--- config.mk ---
export PLATFORM = sky130hd
export DESIGN_NAME = vx_barrier_unit_flat
export DESIGN_NICKNAME = d
export VERILOG_FILES = /design/src/rtl/vx_barrier_unit_if.sv /design/src/rtl/vx_barrier_unit.sv /design/src/flat_wrapper.sv
export SDC_FILE = /design/constraint.sdc
export NUM_CORES = 1
export LEC_CHECK = 0
export CORE_MARGIN = 3
export CORE_UTILIZATION = 25
export DETAILED_ROUTE_END_ITERATION = 10
export SYNTH_ARGS = -nofsm -noshare
export SYNTH_HDL_FRONTEND = slang
export SYNTH_SLANG_ARGS = --single-unit
--- constraint.sdc ---
create_clock -name clk -period 9 [get_ports clk]
set_input_delay 1.8 -clock clk [delete_from_list [all_inputs] [get_ports clk]]
set_output_delay 1.8 -clock clk [all_outputs]
set_load 0.03 [all_outputs]
--- src/rtl/vx_barrier_unit_if.sv ---
// Barrier request / release bundle for vx_barrier_unit.
// The master drives barrier requests and the slave (the barrier unit) drives
// the stall, release and error status back.
interface vx_barrier_unit_if #(
  parameter int NUM_WARPS    = 4,
  parameter int NUM_BARRIERS = 4
);
  localparam int NB_BITS = (NUM_BARRIERS > 1) ? $clog2(NUM_BARRIERS) : 1;
  localparam int NW_BITS = (NUM_WARPS > 1) ? $clog2(NUM_WARPS) : 1;

  logic                 bar_valid;
  logic [NW_BITS-1:0]   bar_wid;
  logic [NB_BITS-1:0]   bar_id;
  logic [NW_BITS-1:0]   bar_size_m1;
  logic [NUM_WARPS-1:0] stalled_warps;
  logic                 release_valid;
  logic [NUM_WARPS-1:0] release_mask;
  logic                 bar_error;

  modport master (
    output bar_valid, bar_wid, bar_id, bar_size_m1,
    input  stalled_warps, release_valid, release_mask, bar_error
  );

  modport slave (
    input  bar_valid, bar_wid, bar_id, bar_size_m1,
    output stalled_warps, release_valid, release_mask, bar_error
  );
endinterface

--- src/rtl/vx_barrier_unit.sv ---
// Warp barrier unit: tracks per-slot arrival masks/counts, stalls arriving
// warps until the slot's participant count is reached, then emits a single
// cycle release pulse with the freed warp mask. Protocol errors are sticky.
// Optional feature: define BAR_PERF_EN to add the 64-bit perf_stall_cycles
// counter (edges on which any warp is stalled).
module vx_barrier_unit #(
  parameter int NUM_WARPS    = 4,
  parameter int NUM_BARRIERS = 4
) (
  input  logic                 clk,
  input  logic                 reset_n,
  vx_barrier_unit_if.slave     bus
`ifdef BAR_PERF_EN
  ,
  output logic [63:0]          perf_stall_cycles
`endif
);

  localparam int NB_BITS = (NUM_BARRIERS > 1) ? $clog2(NUM_BARRIERS) : 1;
  localparam int NW_BITS = (NUM_WARPS > 1) ? $clog2(NUM_WARPS) : 1;
  localparam int CW      = NW_BITS + 1;

  logic [NUM_WARPS-1:0] mask_q  [NUM_BARRIERS];
  logic [NUM_WARPS-1:0] mask_d  [NUM_BARRIERS];
  logic [CW-1:0]        count_q [NUM_BARRIERS];
  logic [CW-1:0]        count_d [NUM_BARRIERS];
  logic [NW_BITS-1:0]   size_q  [NUM_BARRIERS];
  logic [NW_BITS-1:0]   size_d  [NUM_BARRIERS];

  logic [NUM_WARPS-1:0] stalled_q, stalled_d;
  logic                 rel_valid_q, rel_valid_d;
  logic [NUM_WARPS-1:0] rel_mask_q, rel_mask_d;
  logic                 err_q, err_d;

  logic [NUM_WARPS-1:0] any_mask;
  logic [NUM_WARPS-1:0] wid_bit;
  logic                 slot_idle;
  logic [NW_BITS-1:0]   size_eff;
  logic [CW-1:0]        next_cnt;

  // Next-state decode for the single request accepted this cycle
  always_comb begin
    mask_d      = mask_q;
    count_d     = count_q;
    size_d      = size_q;
    rel_valid_d = 1'b0;
    rel_mask_d  = '0;
    err_d       = err_q;
    any_mask    = '0;
    wid_bit     = '0;
    slot_idle   = 1'b0;
    size_eff    = '0;
    next_cnt    = '0;
    stalled_d   = '0;

    for (int b = 0; b < NUM_BARRIERS; b++) begin
      any_mask = any_mask | mask_q[b];
    end
    wid_bit = NUM_WARPS'(1) << bus.bar_wid;

    if (bus.bar_valid) begin
      if ((any_mask & wid_bit) != '0) begin
        // A warp already parked at a barrier cannot arrive again: flag only.
        err_d = 1'b1;
      end else begin
        slot_idle = (count_q[bus.bar_id] == '0);
        // A busy slot keeps the size latched by its first arrival.
        size_eff  = slot_idle ? bus.bar_size_m1 : size_q[bus.bar_id];
        next_cnt  = count_q[bus.bar_id] + CW'(1);
        if (!slot_idle && (bus.bar_size_m1 != size_q[bus.bar_id])) begin
          err_d = 1'b1;
        end
        if (slot_idle) begin
          size_d[bus.bar_id] = bus.bar_size_m1;
        end
        if (next_cnt == (CW'(size_eff) + CW'(1))) begin
          rel_valid_d         = 1'b1;
          rel_mask_d          = mask_q[bus.bar_id] | wid_bit;
          mask_d[bus.bar_id]  = '0;
          count_d[bus.bar_id] = '0;
        end else begin
          mask_d[bus.bar_id]  = mask_q[bus.bar_id] | wid_bit;
          count_d[bus.bar_id] = next_cnt;
        end
      end
    end

    // Built from the post-edge masks so released warps drop out immediately.
    for (int b = 0; b < NUM_BARRIERS; b++) begin
      stalled_d = stalled_d | mask_d[b];
    end
  end

  // Slot state and registered outputs
  always_ff @(posedge clk or negedge reset_n) begin
    if (!reset_n) begin
      for (int b = 0; b < NUM_BARRIERS; b++) begin
        mask_q[b]  <= '0;
        count_q[b] <= '0;
        size_q[b]  <= '0;
      end
      stalled_q   <= '0;
      rel_valid_q <= 1'b0;
      rel_mask_q  <= '0;
      err_q       <= 1'b0;
    end else begin
      mask_q      <= mask_d;
      count_q     <= count_d;
      size_q      <= size_d;
      stalled_q   <= stalled_d;
      rel_valid_q <= rel_valid_d;
      rel_mask_q  <= rel_mask_d;
      err_q       <= err_d;
    end
  end

  assign bus.stalled_warps = stalled_q;
  assign bus.release_valid = rel_valid_q;
  assign bus.release_mask  = rel_mask_q;
  assign bus.bar_error     = err_q;

`ifdef BAR_PERF_EN
  logic [63:0] perf_q, perf_d;

  // Count edges on which the registered stall vector is non-empty
  always_comb begin
    perf_d = perf_q + ((stalled_q != '0) ? 64'd1 : 64'd0);
  end

  // Performance counter register, wraps naturally at 2^64
  always_ff @(posedge clk or negedge reset_n) begin
    if (!reset_n) begin
      perf_q <= '0;
    end else begin
      perf_q <= perf_d;
    end
  end

  assign perf_stall_cycles = perf_q;
`endif

endmodule

--- src/flat_wrapper.sv ---
// flat-port wrapper written by rule: the top's interface ports become plain ports
module vx_barrier_unit_flat 
#(
  parameter int NUM_WARPS    = 4,
  parameter int NUM_BARRIERS = 4
)
  (clk, reset_n, bus_bar_valid, bus_bar_wid, bus_bar_id, bus_bar_size_m1, bus_stalled_warps, bus_release_valid, bus_release_mask, bus_bar_error);
  vx_barrier_unit_if #(.NUM_WARPS(NUM_WARPS), .NUM_BARRIERS(NUM_BARRIERS)) bus_i ();
  input  logic clk;
  input  logic reset_n;
  input wire logic [$bits(bus_i.bar_valid)-1:0] bus_bar_valid;
  input wire logic [$bits(bus_i.bar_wid)-1:0] bus_bar_wid;
  input wire logic [$bits(bus_i.bar_id)-1:0] bus_bar_id;
  input wire logic [$bits(bus_i.bar_size_m1)-1:0] bus_bar_size_m1;
  output wire logic [$bits(bus_i.stalled_warps)-1:0] bus_stalled_warps;
  output wire logic [$bits(bus_i.release_valid)-1:0] bus_release_valid;
  output wire logic [$bits(bus_i.release_mask)-1:0] bus_release_mask;
  output wire logic [$bits(bus_i.bar_error)-1:0] bus_bar_error;
  assign bus_i.bar_valid = bus_bar_valid;
  assign bus_i.bar_wid = bus_bar_wid;
  assign bus_i.bar_id = bus_bar_id;
  assign bus_i.bar_size_m1 = bus_bar_size_m1;
  assign bus_stalled_warps = bus_i.stalled_warps;
  assign bus_release_valid = bus_i.release_valid;
  assign bus_release_mask = bus_i.release_mask;
  assign bus_bar_error = bus_i.bar_error;
  vx_barrier_unit #(.NUM_WARPS(NUM_WARPS), .NUM_BARRIERS(NUM_BARRIERS)) u_core (.clk(clk), .reset_n(reset_n), .bus(bus_i));
endmodule
### Word-level counts from Yosys, hierarchy flattened

Cells that the tools add are included.

* register bits: 46
* bits of input ports: 9
* output and inout port bits: 10
* logic and storage cells: 77

* $add $sub $neg: 2
* $lt $le $gt $ge: 2
* eq/ne operators: 2
* shifts and indexed selects: 1
* mux-type cells: 31
* bitwise gates (word level): 14
* reduce and logical (&&, ||, !) cells: 9

Operator list (count)
* $mux 16: 3
* $or 4x4->4: 7
* $mux 4: 6
* $and 16x16->16: 1
* $bwmux 16: 1
* $not 16->16: 1
* $and 12x12->12: 1
* $bwmux 12: 1
* $mux 12: 1
* $not 12->12: 1
* $mux 3: 3
* $bmux 4 s2: 1
* $bwmux 8: 1
* $demux 4 s2: 1
* $mux 2: 4
* $bmux 3 s2: 1
* $demux 3 s2: 1
* $mux 1: 5
* $and 4x4->4: 1
* $bmux 2 s2: 1
* $demux 2 s2: 1
* $reduce_and 2->1: 2
* $reduce_bool 4->1: 1
* $shl 1x2->4 const A: 1
* other kinds (13): 14

### Depth between registers and ports, before layout

Gate-level depths: netlist of the first run.

* depth after elaboration: 14
* gate-level depth with buffers: 15
* gate-level depth less buffers: 11

### Least setup slack after synthesis of the first run

OpenSTA, ideal clock, no wires.

* path kind: in2reg
* start point: input port bus_bar_id[0]
* end point: register u_core.stalled_q[3], in the netlist u_core.bus.stalled_warps[3]
* library setup time: 138 ps
* arrival: 4641 ps
* data required time: 8862 ps
* setup slack: 4221 ps
* stages on the path: 13
* buffers on the path: 3
* cell sequence: buf_6 > clkbuf_1 > mux4_2 > inv_1 > ha_1 > nand2b_1 > mux2_2 > ha_1 > xnor2_1 > o211a_1 > buf_6 > o21ai_2 > or4_1

RTL lines
* start: declaration: line flat_wrapper.sv:13 `input wire logic [$bits(bus_i.bar_id)-1:0] bus_bar_id;`
* end signal: assignment: line vx_barrier_unit.sv:110 `stalled_q <= stalled_d;`
* end: declaration: line vx_barrier_unit.sv:30 `logic [NUM_WARPS-1:0] stalled_q, stalled_d;`

==> impl_metrics.json, run 1 <==
{
  "cts_hold_buffers": 0,
  "post-synth-top-area-cell": "dfrtp_1",
  "seq_area_um2": 1150,
  "switching_share": 0.417,
  "seq_area_frac_synth": 0.484,
  "track_usage": 0.0972,
  "fin_tns_setup_ns": 0,
  "vias": 1669,
  "dp_hpwl_um": 3460,
  "portBuffers": 18,
  "syn-num-nets": 225,
  "path_clk_slew_ns": 0.08,
  "ant_nets": 0,
  "start_util": 0.265,
  "multiInputGateArea_um2": 1140,
  "fmax_ghz": 0.165,
  "r2r_start": "u_core.count_q[0]",
  "fin_crit_sh": 0.673,
  "io-pin-count": 19,
  "vias_per_cell": 4.73,
  "hold_viol_final": 0,
  "netlist-cell-type-count": 35,
  "syn-cell-area_um2": 2380,
  "die_x_um": 104,
  "gp_congestion": 0.767,
  "syn_area_per_cell_um2": 11.2,
  "postPlaceCellArea_um2": 2650,
  "worstPathRequired_ns": 9.16,
  "ys_top_cells_by_area": "dfrtp_1 (48%), mux4_2 (9.5%), o31ai_1 (6.6%)",
  "grt_pass1_wl_um": 8780,
  "drive_above_1_share": 0.150,
  "grt_antenna_before_repair": 0,
  "postCtsSetupBuffers": 0,
  "die_area_um2": 10700,
  "whs_ns": 0.461,
  "n_antenna_cell": 0,
  "synth_flop_cell": "dfrtp_1",
  "crit_buf_inv": 2,
  "areaGrowthSynthToFinish_pct": 15.2,
  "power_leakage_nw": 1.14,
  "post_cts_resized": 0,
  "end_kind": "flip-flop",
  "ir_worst_vdd_uv": 141,
  "synthTopCellsByCount": "dfrtp_1 (46), nand2_1 (35), o31ai_1 (21)",
  "maxSlewViolCount": 0,
  "crit_start": "bus_bar_id[0]",
  "switchingPower_uw": 389,
  "row_count": 34,
  "synth.most_common_cell": "dfrtp_1",
  "stdcell_area_um2": 2740,
  "grt_pass1_vias": 1727,
  "wl_um": 5030,
  "min_from": "u_core.bus.bar_error",
  "crit_family": "buffers and inverters",
  "slew_headroom": 0.329,
  "rsz0062_at_grt": "false",
  "fin_nets": 238,
  "synth-seq-cells": 46,
  "crit_chain": "clkdlybuf4s50_1, mux4_2, inv_1, ha_1, nand2b_1, mux2_2, ha_1, xnor2_1, o211a_1, o21ai_0, or4_1",
  "max_slew.worst_pin.slew_ns": 1.01,
  "cts-root-buf": "clkbuf_8",
  "power.density_nw_per_um2": 340,
  "slowest_stage": "clkdlybuf4s50_1",
  "pwr-share-seq": 0.381,
  "hp-class": "reg2reg",
  "drt_iter0_markers": 128,
  "worstPathArrival_ns": 6.22,
  "drc_errors": 0,
  "cap_violations": 0,
  "grt_overflow": 0,
  "cts_max_level": 2,
  "yosysWarnings": 0,
  "clk_latency_ns": 0.29,
  "crit_top_cell": "ha_1",
  "wire_per_inst_um": 14.2,
  "slowest_delay_ns": 1.00,
  "start_kind": "input port",
  "cts_tree": "yes",
  "fin_util": 0.305,
  "status": "complete, no violations",
  "synth-edff-count": 0,
  "core_um2": 8980,
  "fillers": 910,
  "dr.pass1.iters": 4,
  "synthArstFlopShare": 1.00,
  "synthCells": 213,
  "pwr-share-comb": 0.481,
  "synth_top_area_frac": 0.484,
  "path_max_fanout": 30,
  "period_minus_slack_ns": 6.06,
  "path_class": "in2reg",
  "die_height_um": 104,
  "setup_violations": 0,
  "grt_max_degree": 47,
  "cts.sinks": 46,
  "intPower_uw": 543,
  "cts_buffer_depth": 2,
  "p_clk_frac": 0.138,
  "finalClockSkew_ns": 0.00712,
  "cts_inserted_buffers": 5
}
==> registers in the layout (all words and copies together) (netlist names) <==
signal,cells
u_core.bus.bar_error,1
u_core.bus.release_mask,4
u_core.bus.release_valid,1
u_core.bus.stalled_warps,4
u_core.count_q,12
u_core.mask_q,16
u_core.size_q,8
==> cell type report <==
cell class	count	area share
Clock buffer	7	0.0315
Clock inverter	1	0.00183
Inverter	7	0.00960
Multi-Input combinational cell	148	0.415
Sequential cell	46	0.420
Tap cell	126	0.0576
Timing Repair Buffer	18	0.0640
==> kinds of logic after synthesis <==
kind of cell | Yosys count | synth area share
xor+xnor | 5 | 0.0263
buf+inv | 19 | 0.0379
fa+ha+maj | 3 | 0.0158
mux | 23 | 0.156
compound gates | 44 | 0.134
simple gates | 73 | 0.146
flops | 46 | 0.484
==> layer usage <==
layer	vias to the layer above	share of wire	GRT usage	routed length, um
met2	33	0.46	0.149	2300
met1	818	0.49	0.140	2470
met4	0	0.00080	0.0142	4
met5	-	0	0	0
met3	2	0.051	0.0267	255
li1	816	-	-	-
==> power groups by stage <==
stage                     clock, mW  combinational [mW]  sequential (mW)
final                         0.129               0.448            0.355
after detailed placement          0               0.450            0.359
after global placement            0               0.445            0.355
after floorplan                   0               0.344            0.363
after global routing          0.141               0.499            0.369
after CTS                     0.133               0.451            0.355
==> layout by cell type, fill, tap and decap left out, types with 2 or more instances in the layout <==
cell	count
clkdlybuf4s50_1	17
nand2_1	35
or4_1	5
nor2_1	14
a221o_1	3
nand4b_1	2
mux2_2	13
mux4_2	10
dfrtp_1	46
a211oi_1	3
o31ai_1	21
xor2_1	3
nor4_1	7
a21oi_1	4
nand2b_1	3
clkbuf_8	6
o21ai_0	7
inv_1	7
ha_1	3
and3_1	2
==> stage by stage <==
step | setup slack [ns] | instances | power, mW
after CTS | 2.94 | 353 | 0.939
final | 2.94 | 353 | 0.932
after floorplan | 4.22 | 213 | 0.707
after global placement | 2.68 | 345 | 0.799
after detailed placement | 2.61 | 345 | 0.809
after global routing | 2.61 | 353 | 1.01
==> final timing paths <==
path / endpoint / slack (ns) / cells after the start
worst max register to register: u_core.bus.stalled_warps[3] / 5.19 / 10
worst min register to register: u_core.bus.bar_error / 0.46 / 1
worst max-delay path: u_core.bus.stalled_warps[3] / 2.94 / 11
min in group asynchronous: u_core.size_q[1] / 1.67 / 1
max in group asynchronous: u_core.mask_q[9] / 6.71 / 1
worst min-delay path: u_core.bus.bar_error / 0.46 / 1
No activity file was read; power rests on OpenSTA's default activity.
==> inputs of run 2 (changes only) <==
==> constraint.sdc (replaced) <==
create_clock -name clk -period 5.95 [get_ports clk]
set_input_delay 1.19 -clock clk [delete_from_list [all_inputs] [get_ports clk]]
set_output_delay 1.19 -clock clk [all_outputs]
set_load 0.03 [all_outputs]
==> run 2 against run 1 <==
Via count up 0.66%. Routed wire length up 7.5%. Utilization up 0.42 points. Final area up 1.4%. Non-clock buffer count up 3. Sequential share of layout area down 0.57 points. Sequential power up 52%. Final cell count up 0.85%. Power up 58%. Global-route usage up 1.1 points. Setup slack worse by 1.6 ns. Worst hold slack better by 0.00081 ns.
==> impl_metrics.json, run 2 (synthesis gave the netlist of run 1 again) <==
{
  "status": "complete, no violations",
  "power_leakage_nw": 1.16,
  "top_regs": "u_core.mask_q (16), u_core.count_q (12), u_core.size_q (8)",
  "grt_overflow": 0,
  "cts.sinks": 46,
  "end_kind": "flip-flop",
  "cts_inserted_buffers": 5,
  "crit_buf_inv": 4,
  "crit_family": "buffers and inverters",
  "dp_hpwl_um": 3730,
  "clk_latency_ns": 0.30,
  "hp-class": "reg2reg",
  "slew_headroom": 0.325,
  "worst_slack_ns": 1.39,
  "gp_congestion": 0.826,
  "post_cts_resized": 0,
  "cts_buffer_depth": 2,
  "path_clk_slew_ns": 0.09,
  "die_x_um": 104,
  "finalClockSkew_ns": 0.00863,
  "hold_viol_final": 0,
  "period_minus_slack_ns": 4.56,
  "grt_pass1_wl_um": 9400,
  "vias": 1680,
  "n_antenna_cell": 0,
  "whs_ns": 0.461,
  "path_max_fanout": 26,
  "cts_tree": "yes",
  "top_register": "u_core.mask_q",
  "die_area_um2": 10700,
  "fin_nets": 241,
  "slowest_delay_ns": 0.61,
  "max_slew.worst_pin.slew_ns": 1.01,
  "start_kind": "input port",
  "drive_above_1_share": 0.157,
  "maxSlewViolCount": 0,
  "areaGrowthSynthToFinish_pct": 16.7,
  "cap_violations": 0,
  "cts_max_level": 2,
  "vias_per_cell": 4.72,
  "rsz0062_at_grt": "false",
  "setup_violations": 0,
  "start_util": 0.265,
  "postCtsSetupBuffers": 0,
  "final_common_cell": "dfrtp_1",
  "largest_register_ffs": 16,
  "io-pin-count": 19,
  "dp_cells": 348,
  "post_layout_nonfiller_instances": 356,
  "power.density_nw_per_um2": 529,
  "drt_iter0_markers": 86,
  "worstPathRequired_ns": 6.13,
  "ant_nets": 0,
  "crit_chain": "clkdlybuf4s50_1, buf_4, mux4_2, inv_1, ha_1, nand2b_1, mux2_2, ha_1, xnor2_1, o211a_1, buf_4, nor2_1, a221o_1",
  "dr.pass1.iters": 4,
  "die_height_um": 104,
  "fmax_ghz": 0.219,
  "pre_cts_slack_ns": 1.12,
  "grt_antenna_before_repair": 0,
  "track_usage": 0.108,
  "drc_errors": 0,
  "layout_common_cells": "dfrtp_1 (46), nand2_1 (35), o31ai_1 (21)",
  "cts-root-buf": "clkbuf_8",
  "row_count": 34,
  "ir_worst_vdd_uv": 254,
  "wl_um": 5400,
  "path_class": "in2reg",
  "r2r_slack_ns": 2.68,
  "grt_pass1_vias": 1809,
  "grt_max_degree": 47,
  "worstPathArrival_ns": 4.74,
  "fin_crit_sh": 0.766,
  "cts_hold_buffers": 0,
  "wire_per_inst_um": 15.2,
  "slowest_stage": "mux4_2",
  "fin_tns_setup_ns": 0,
  "portBuffers": 18,
  "core_um2": 8980
}
## run 2: changes by cell type in the layout (fill, tap and decap cells not counted), sizes merged
| cell | change |
|---|---|
| bufinv | +1 |
| clkinv | -1 |
| buf | +3 |
## run 2: final timing paths
check                                      from                          end  cells after the start
max                               bus_bar_id[0]  u_core.bus.stalled_warps[0]                     13
min                        u_core.bus.bar_error         u_core.bus.bar_error                      1
max reg2reg                   u_core.count_q[0]  u_core.bus.stalled_warps[0]                     11
min reg2reg                u_core.bus.bar_error         u_core.bus.bar_error                      1
max in group asynchronous               reset_n             u_core.mask_q[9]                      1
min in group asynchronous               reset_n            u_core.count_q[4]                      1
## run 2: power by group
part	switching [mW]	internal (mW)
clock network	0.103	0.126
logic	0.400	0.302
registers	0.0991	0.439
## run 2: metrics by stage
stage               utilization  instance area [um^2]  power (mW)
floorplan                     -                  2380        1.07
global placement          0.297                  2670        1.23
detailed placement        0.297                  2670        1.24
CTS                       0.309                  2780        1.48
global route              0.309                  2780        1.60
finish                    0.309                  2780        1.47
## run 2: worst register-to-register path: cells and delay by family, from the launching register on
family,cells,cell delay (ns)
xor gates and xnor gates,1,0.14
AOI/OAI and AO/OA,2,0.62
muxes,2,0.84
DFF,1,0.38
buffers and inverters,2,0.44
and+or+nand+nor,2,0.24
adders and majority gates,2,0.49
## run 2: metal layers
layer | global-route usage | vias up | wire length (um)
li1 | - | 820 | -
met1 | 0.158 | 815 | 2610
met2 | 0.157 | 39 | 2460
met3 | 0.0261 | 6 | 275
met4 | 0.0342 | 0 | 56
met5 | 0 | - | 0
## run 2: cell type report
class | instances | area, um^2
clock buffer | 7 | 76.3
clock inverter | 1 | 30.0
fill | 909 | 6200
inverter | 7 | 26.3
multi-input combinational | 148 | 1140
sequential | 46 | 1150
tap | 126 | 158
timing repair buffer | 21 | 198
